File: config.mk
export PLATFORM = sky130hd
export DESIGN_NAME = commit_trace_fifo
export DESIGN_NICKNAME = d
export VERILOG_FILES = /design/src/rtl/commit_trace_fifo.sv
export SDC_FILE = /design/constraint.sdc
export NUM_CORES = 1
export LEC_CHECK = 0
export BUFFER_PORTS_ARGS = -buffer_cell sky130_fd_sc_hd__buf_2
export CAP_MARGIN = 20
export CORE_ASPECT_RATIO = 0.9
export CORE_MARGIN = 4
export CORE_UTILIZATION = 55
export DETAILED_ROUTE_END_ITERATION = 7
export GPL_TIMING_DRIVEN = 0
export MAX_ROUTING_LAYER = met4
export PLACE_DENSITY = 0.74
export SKIP_LAST_GASP = 1
export SYNTH_ARGS = -nofsm -noshare
export SYNTH_HDL_FRONTEND = slang
export SYNTH_SLANG_ARGS = --single-unit
File: constraint.sdc
create_clock -name clk -period 25.3 [get_ports clk]
set_clock_uncertainty 0.2 [all_clocks]
set_input_delay 2.53 -clock clk [delete_from_list [all_inputs] [get_ports clk]]
set_output_delay 2.53 -clock clk [all_outputs]
set_load 0.01 [all_outputs]
File: src/rtl/commit_trace_fifo.sv
// Commit-stream trace buffer: captures retiring instructions into a small FIFO and drains them over valid/ready.
// Optional build macro COMMIT_TRACE_SEQ_EN adds a 16-bit per-commit sequence number (trace_seq).
module commit_trace_fifo #(
    parameter int DEPTH = 8,
    parameter int CNT_W = 16
) (
    input  logic             clk,
    input  logic             rst,
    input  logic             commit_valid,
    input  logic [31:0]      commit_pc,
    input  logic [31:0]      commit_instr,
    input  logic             commit_wreg,
    input  logic [4:0]       commit_wd,
    input  logic [31:0]      commit_wdata,
    output logic             trace_valid,
    input  logic             trace_ready,
    output logic [31:0]      trace_pc,
    output logic [31:0]      trace_instr,
    output logic             trace_wen,
    output logic [4:0]       trace_wnum,
    output logic [31:0]      trace_wdata,
    output logic             almost_full,
    output logic             overflow,
    output logic [CNT_W-1:0] drop_count,
    output logic [31:0]      commit_count
`ifdef COMMIT_TRACE_SEQ_EN
    ,
    output logic [15:0]      trace_seq
`endif
);

    localparam int PTR_W    = (DEPTH > 1) ? $clog2(DEPTH) : 1;
    localparam int CNT_BITS = $clog2(DEPTH + 1);
    localparam logic [CNT_BITS-1:0] FULL_CNT = CNT_BITS'(DEPTH);
    localparam logic [CNT_BITS-1:0] AF_CNT   = CNT_BITS'(DEPTH - 1);

    logic [PTR_W-1:0]    wr_ptr_q, wr_ptr_d;
    logic [PTR_W-1:0]    rd_ptr_q, rd_ptr_d;
    logic [CNT_BITS-1:0] count_q, count_d;
    logic                overflow_q, overflow_d;
    logic [CNT_W-1:0]    drop_count_q, drop_count_d;
    logic [31:0]         commit_count_q, commit_count_d;

    logic push;
    logic pop;
    logic push_ok;

    // Storage is split per field; contents are intentionally never reset.
    logic [31:0] pc_mem    [DEPTH];
    logic [31:0] instr_mem [DEPTH];
    logic        wen_mem   [DEPTH];
    logic [4:0]  wd_mem    [DEPTH];
    logic [31:0] wdata_mem [DEPTH];

`ifdef COMMIT_TRACE_SEQ_EN
    logic [15:0] seq_q, seq_d;
    logic [15:0] seq_mem [DEPTH];
`endif

    always_comb begin
        push    = commit_valid;
        pop     = (count_q != '0) && trace_ready;
        // A full FIFO still accepts when the head leaves in the same cycle.
        push_ok = push && ((count_q != FULL_CNT) || pop);

        wr_ptr_d       = wr_ptr_q;
        rd_ptr_d       = rd_ptr_q;
        count_d        = count_q;
        overflow_d     = overflow_q;
        drop_count_d   = drop_count_q;
        commit_count_d = commit_count_q;

        if (push_ok) begin
            wr_ptr_d = wr_ptr_q + PTR_W'(1);
        end
        if (pop) begin
            rd_ptr_d = rd_ptr_q + PTR_W'(1);
        end
        if (push_ok && !pop) begin
            count_d = count_q + CNT_BITS'(1);
        end else if (pop && !push_ok) begin
            count_d = count_q - CNT_BITS'(1);
        end

        if (push) begin
            commit_count_d = commit_count_q + 32'd1;
        end
        if (push && !push_ok) begin
            overflow_d = 1'b1;
            if (drop_count_q != '1) begin
                drop_count_d = drop_count_q + CNT_W'(1);
            end
        end
    end

`ifdef COMMIT_TRACE_SEQ_EN
    // Advances on every commit, accepted or dropped, so gaps expose losses.
    always_comb begin
        seq_d = seq_q;
        if (push) begin
            seq_d = seq_q + 16'd1;
        end
    end

    always_ff @(posedge clk) begin
        if (rst) begin
            seq_q <= 16'd0;
        end else begin
            seq_q <= seq_d;
        end
    end

    always_ff @(posedge clk) begin
        if (!rst && push_ok) begin
            seq_mem[wr_ptr_q] <= seq_q;
        end
    end

    assign trace_seq = seq_mem[rd_ptr_q];
`endif

    always_ff @(posedge clk) begin
        if (rst) begin
            wr_ptr_q       <= '0;
            rd_ptr_q       <= '0;
            count_q        <= '0;
            overflow_q     <= 1'b0;
            drop_count_q   <= '0;
            commit_count_q <= 32'd0;
        end else begin
            wr_ptr_q       <= wr_ptr_d;
            rd_ptr_q       <= rd_ptr_d;
            count_q        <= count_d;
            overflow_q     <= overflow_d;
            drop_count_q   <= drop_count_d;
            commit_count_q <= commit_count_d;
        end
    end

    always_ff @(posedge clk) begin
        if (!rst && push_ok) begin
            pc_mem[wr_ptr_q]    <= commit_pc;
            instr_mem[wr_ptr_q] <= commit_instr;
            // r0 writes are folded away at capture time.
            wen_mem[wr_ptr_q]   <= commit_wreg && (commit_wd != 5'd0);
            wd_mem[wr_ptr_q]    <= commit_wd;
            wdata_mem[wr_ptr_q] <= commit_wdata;
        end
    end

    assign trace_valid  = (count_q != '0);
    assign trace_pc     = pc_mem[rd_ptr_q];
    assign trace_instr  = instr_mem[rd_ptr_q];
    assign trace_wen    = wen_mem[rd_ptr_q];
    assign trace_wnum   = wd_mem[rd_ptr_q];
    assign trace_wdata  = wdata_mem[rd_ptr_q];
    assign almost_full  = (count_q >= AF_CNT);
    assign overflow     = overflow_q;
    assign drop_count   = drop_count_q;
    assign commit_count = commit_count_q;

endmodule

# Word level (Yosys, flattened, before mapping)
# Memories as Yosys holds them, arrays and structs flattened. A register that Yosys moved wholly into a read port is not among the register bits.
# Cells that the tools add are included.
[classes] add_sub_neg=6 order_cmp=1 n_eq_ne=2 muxes=14 reduce_logical=15
[op_table] cell="$add A32 B1 Y32 const B" count=1
[op_table] cell="$mux W3" count=10
[op_table] cell="$add A16 B1 Y16 const B" count=1
[op_table] cell="$ne A16 B16 Y1 const B" count=1
[op_table] cell="$mux W4" count=2
[op_table] cell="$logic_and A1 B1 Y1" count=7
[op_table] cell="$add A3 B1 Y3 const B" count=2
[op_table] cell="$reduce_bool A5 Y1" count=1
[op_table] cell="$add A4 B1 Y4 const B" count=1
[op_table] cell="$ge A4 B3 Y1 const B" count=1
[op_table] cell="$ne A4 B4 Y1 const B" count=1
[op_table] cell="$reduce_bool A4 Y1" count=1
[op_table] cell="$sub A4 B1 Y4 const B" count=1
[op_table] cell="$logic_not A1 Y1" count=3
[op_table] cell="$mux W1" count=2
[op_table] cell="$reduce_and A2 Y1" count=1
[op_table] cell="$reduce_bool A2 Y1" count=1
[op_table] cell="$logic_or A1 B1 Y1" count=1
[totals] reg_bits=59 ramBits=816 memories=5
[mem_list] memory="instr_mem" words=8 width=32 rd=1 rd_ports_with_merged_regs=1 write_ports=1 line_no="50" source="logic [31:0] instr_mem [DEPTH];"
[mem_list] memory="pc_mem" words=8 width=32 rd=1 rd_ports_with_merged_regs=1 write_ports=1 line_no="49" source="logic [31:0] pc_mem [DEPTH];"
[mem_list] memory="wdata_mem" words=8 width=32 rd=1 rd_ports_with_merged_regs=1 write_ports=1 line_no="53" source="logic [31:0] wdata_mem [DEPTH];"
[mem_list] memory="wd_mem" words=8 width=5 rd=1 rd_ports_with_merged_regs=1 write_ports=1 line_no="52" source="logic [4:0] wd_mem [DEPTH];"
[mem_list] memory="wen_mem" words=8 width=1 rd=1 rd_ports_with_merged_regs=1 write_ports=1 line_no="51" source="logic wen_mem [DEPTH];"

# Longest topological paths before layout
[logic_depth] depth_word=8 ltp_mapped=11

# Worst setup path after synthesis
# No wires, ideal clock.
[synth_timing] path_type="input to register" from="in commit_valid" to="mem instr_mem[1][0], enable pin" setup_time_ns=0.688 t_arrival_ns=10.264 t_required_ns=24.412 setup_slack_ns=14.148 cell_stages=4 n_path_buf=1 cell_sequence="buf_2 -> o21ai_1 -> or3b_2 -> nor3_1"
[synth_between] elab_chain_cells=4
[synth_lines] item="from (decl)" line_no="9" source="input logic commit_valid,"
[synth_lines] item="$logic_and A1 B1 Y1" line_no="64" source="push_ok = push && ((count_q != FULL_CNT) || pop);"
[synth_lines] item="$logic_and A1 B1 Y1" line_no="141" source="if (!rst && push_ok) begin"
[synth_lines] item="$mux W1" line_no="141"
[synth_lines] item="$mux W1 (implied by the code)" line_no="143" source="instr_mem[wr_ptr_q] <= commit_instr;"
[synth_lines] item="to (decl)" line_no="50"
# No other way between the ends.

==> results.cfg <==
[sta]
worst_pin_slew_ns = 1.112
hold_violations = 0
period_share_pct = 26.45
fmax_mhz = 149.4
min_period_ns = 6.692
rsz0062_at_grt = false
setup_tns_ns = 0
setup_violations = 0
slew-limit-headroom_pct = 25.85
slew_violations = 0

[detailed_routing]
ant_nets = 0
via_per_inst = 6.027
routed-via-count = 16887
postRouteWirelength_mm = 71.88
drc = 0
drt_pass1_iterations = 5
drtIter0Drc = 1669
wl_per_cell_um = 25.65

[global_routing]
grt_max_degree = 27
grt_usage_pct = 23.11
grt_pass1_vias = 17476
grt_pass1_wl_mm = 108.8
grt_overflow = 0
grt_antenna_before_repair = 14

[critical_path]
crit_arrival_ns = 3.96
crit_cells = 6
crit_buf_inv = 4
critPathMostFrequentCell = clkbuf_1
criticalPathCategory = flip-flop to output port
crit_path_start_kind = flip-flop
crit_path_end = trace_wnum[0]
crit_fanout = 10
end_kind = output port
path_delay_family = buffers and inverters
worstPathRequired_ns = 22.57
reg2reg_depth = 9
r2r_slack_ns = 21.70
reg2reg_from = count_q[0]
worstPathCellList = clkbuf_1, clkbuf_1, buf_1, mux4_2, mux2_2, buf_2
crit_path_top_delay_cell = clkbuf_1
critPathMaxStageDelay_ns = 0.86
reg2reg_to = pc_mem[1][29]

[synth]
async_reset_ff_share_pct = 0
yosys_most_used_dff = edfxtp_1
synth_edf_count = 816
synth_area_leader_cell = edfxtp_1
syn_area_sq_um = 33570
yosysMostFrequentCell = edfxtp_1
synthTopCellsByArea = edfxtp_1 (73%), mux4_2 (14%), dfxtp_1 (3.7%)
syn_inst = 1543
ys_seq_area_share_pct = 76.70
netlist_top_cells_count = edfxtp_1 (816), mux4_2 (204), mux2_2 (110)
synth_area_per_cell_sq_um = 21.75
yosysWarnings = 0
ys_seq_elements = 878
synth_nets = 1657
ys_types = 44
synth_top_area_share_pct = 73.00

[floorplanning]
rows = 85
die_w_um = 268.4
die_area_sq_um = 65050
die_h_um = 242.4
fp.coreArea_sq_um = 60090
start_util_pct = 55.86
io_pins = 259

[final_layout]
drive_above_1_share_pct = 37.82
fill_cells = 3877
finalNetCount = 2054
syn2layout_area_growth_pct = 17.49

[place]
hpwlAfterDp_mm = 45.75
gp_congestion = 0.8704
port_buffers = 257

[clocking]
insertion_delay_ns = 0.62
clock_sinks = 878
clk_pin_slew_ns = 0.06
cts_root_buf = clkbuf_16
clk_path_buf_depth = 3
tritoncts = built
cts-resized-gates = 0
cts_setup_buffers = 0
hold_buffers = 0
h-tree-depth = 3
numCtsBuffers = 86

[run_status]
status = completed

[run]
maxCapViolCount = 0

[pwr]
p_clk_share_pct = 33.5
leakagePower_nw = 12.70
p_sw_share_pct = 25.40
switchingPower_uw = 917.7
finalPower_mw = 3.614
comb_power_share_pct = 21.2
seqPwrFrac_pct = 45.3
ir_drop_mv = 0.06835
p_per_area_nw_per_um2 = 91.63
internal-power_mw = 2.696

[min_path]
hp-class = flip-flop to flip-flop
-- routing by layer --
layer	global-route usage, %	part of all wire (%)	vias up
met4	5.949	2.1	0
met3	4.834	6.7	114
met5	-	0	-
met1	30.96	40	8888
met2	36.95	51	594
li1	-	-	7291
-- stage by stage --
stage               std cells  area (sq um)  util (%)  setup WS [ns]  hold WS, ns
floorplan                1543         33570         -          14.15       0.2847
global placement         2583         35830     59.63          7.243       0.2613
detailed placement       2634         36720     61.11          19.11       0.2819
CTS                      2789         39390     65.56          18.44       0.2942
global route             2801         39440     65.63          18.33       0.3306
finish                   2802         39440     65.63          18.61       0.2913
-- cell families after synthesis --
logic type | count (synthesis) | synth area share [%]
mux | 320 | 17.56
xor+xnor | 19 | 0.4958
flops | 878 | 76.70
fa+ha+maj | 8 | 0.3206
buf+inv | 85 | 0.9691
simple gates | 166 | 2.743
compound gates | 67 | 1.219
-- registers in the layout, summed over array words and instances (netlist names), 4 cells and up, named ones only --
register and flops:
wdata_mem 256, drop_count 16, count_q 4, instr_mem 256
pc_mem 256, wen_mem 8, commit_count 32, wd_mem 40
-- worst min-delay path by stage --
stage                          start          endpoint  slack [ns]  cells past startpoint
finish              commit_count[31]  commit_count[31]        0.29                      2
global route        commit_count[31]  commit_count[31]        0.33                      2
CTS                 commit_count[31]  commit_count[31]        0.29                      2
detailed placement  commit_count[31]  commit_count[31]        0.28                      2
global placement    commit_count[31]  commit_count[31]        0.26                      2
floorplan                rd_ptr_q[2]         flip-flop        0.28                      2
-- area by class of cell --
| type | count | area, sq um | share of cell area (%) |
|---|---|---|---|
| Multi-Input combinational cell | 580 | 7552 | 19.15 |
| Timing Repair Buffer | 309 | 2136 | 5.416 |
| Buffer | 78 | 299.0 | 0.7582 |
| Antenna cell | 12 | 30.03 | 0.07614 |
| Clock buffer | 106 | 2311 | 5.860 |
| Clock inverter | 49 | 359.1 | 0.9105 |
| Tap cell | 783 | 979.7 | 2.484 |
| Inverter | 7 | 26.28 | 0.06662 |
| Sequential cell | 878 | 25740 | 65.28 |
-- cell usage in the layout, fill, tap and decap left out, types with 3 or more instances in the layout --
cell type,count
or4_1,23
nor2_4,6
nor3_1,6
o21ai_0,6
o31ai_1,18
buf_16,4
edfxtp_1,816
xor2_1,11
xnor2_1,8
diode_2,12
clkbuf_1,69
dfxtp_1,62
buf_6,19
nor4_1,4
nand3_1,18
inv_1,7
a211oi_1,3
buf_1,19
nand2b_1,6
buf_12,21
clkinv_1,20
buf_2,262
and4_1,8
clkinv_2,18
mux2_2,110
nand2_1,18
clkbuf_16,89
nand4_1,13
nor2_1,36
buf_8,6
ha_1,7
bufinv_16,4
a21oi_1,32
mux2i_1,6
or3_1,8
mux4_2,204
nor2b_1,8
-- power by group through the flow --
stage | Sequential [mW] | Clock, mW | Combinational (mW)
2_1_floorplan | 1.67 | 0 | 0.512
5_1_grt | 1.64 | 1.30 | 0.829
4_1_cts | 1.64 | 1.23 | 0.782
3_5_place_dp | 1.67 | 0 | 0.775
6_report | 1.64 | 1.21 | 0.766
3_3_place_gp | 1.68 | 0 | 0.748
-- worst reg2reg max path, stage by stage (launching register included) --
cell	delay, ns
dfxtp_1	0.45
or3_1	0.15
buf_2	0.17
o21ai_1	0.19
or3b_2	0.61
nor3_2	0.67
buf_8	0.24
buf_6	0.16
buf_4	0.23
buf_6	0.21
Note: power is estimated with default switching activity, not from simulation.
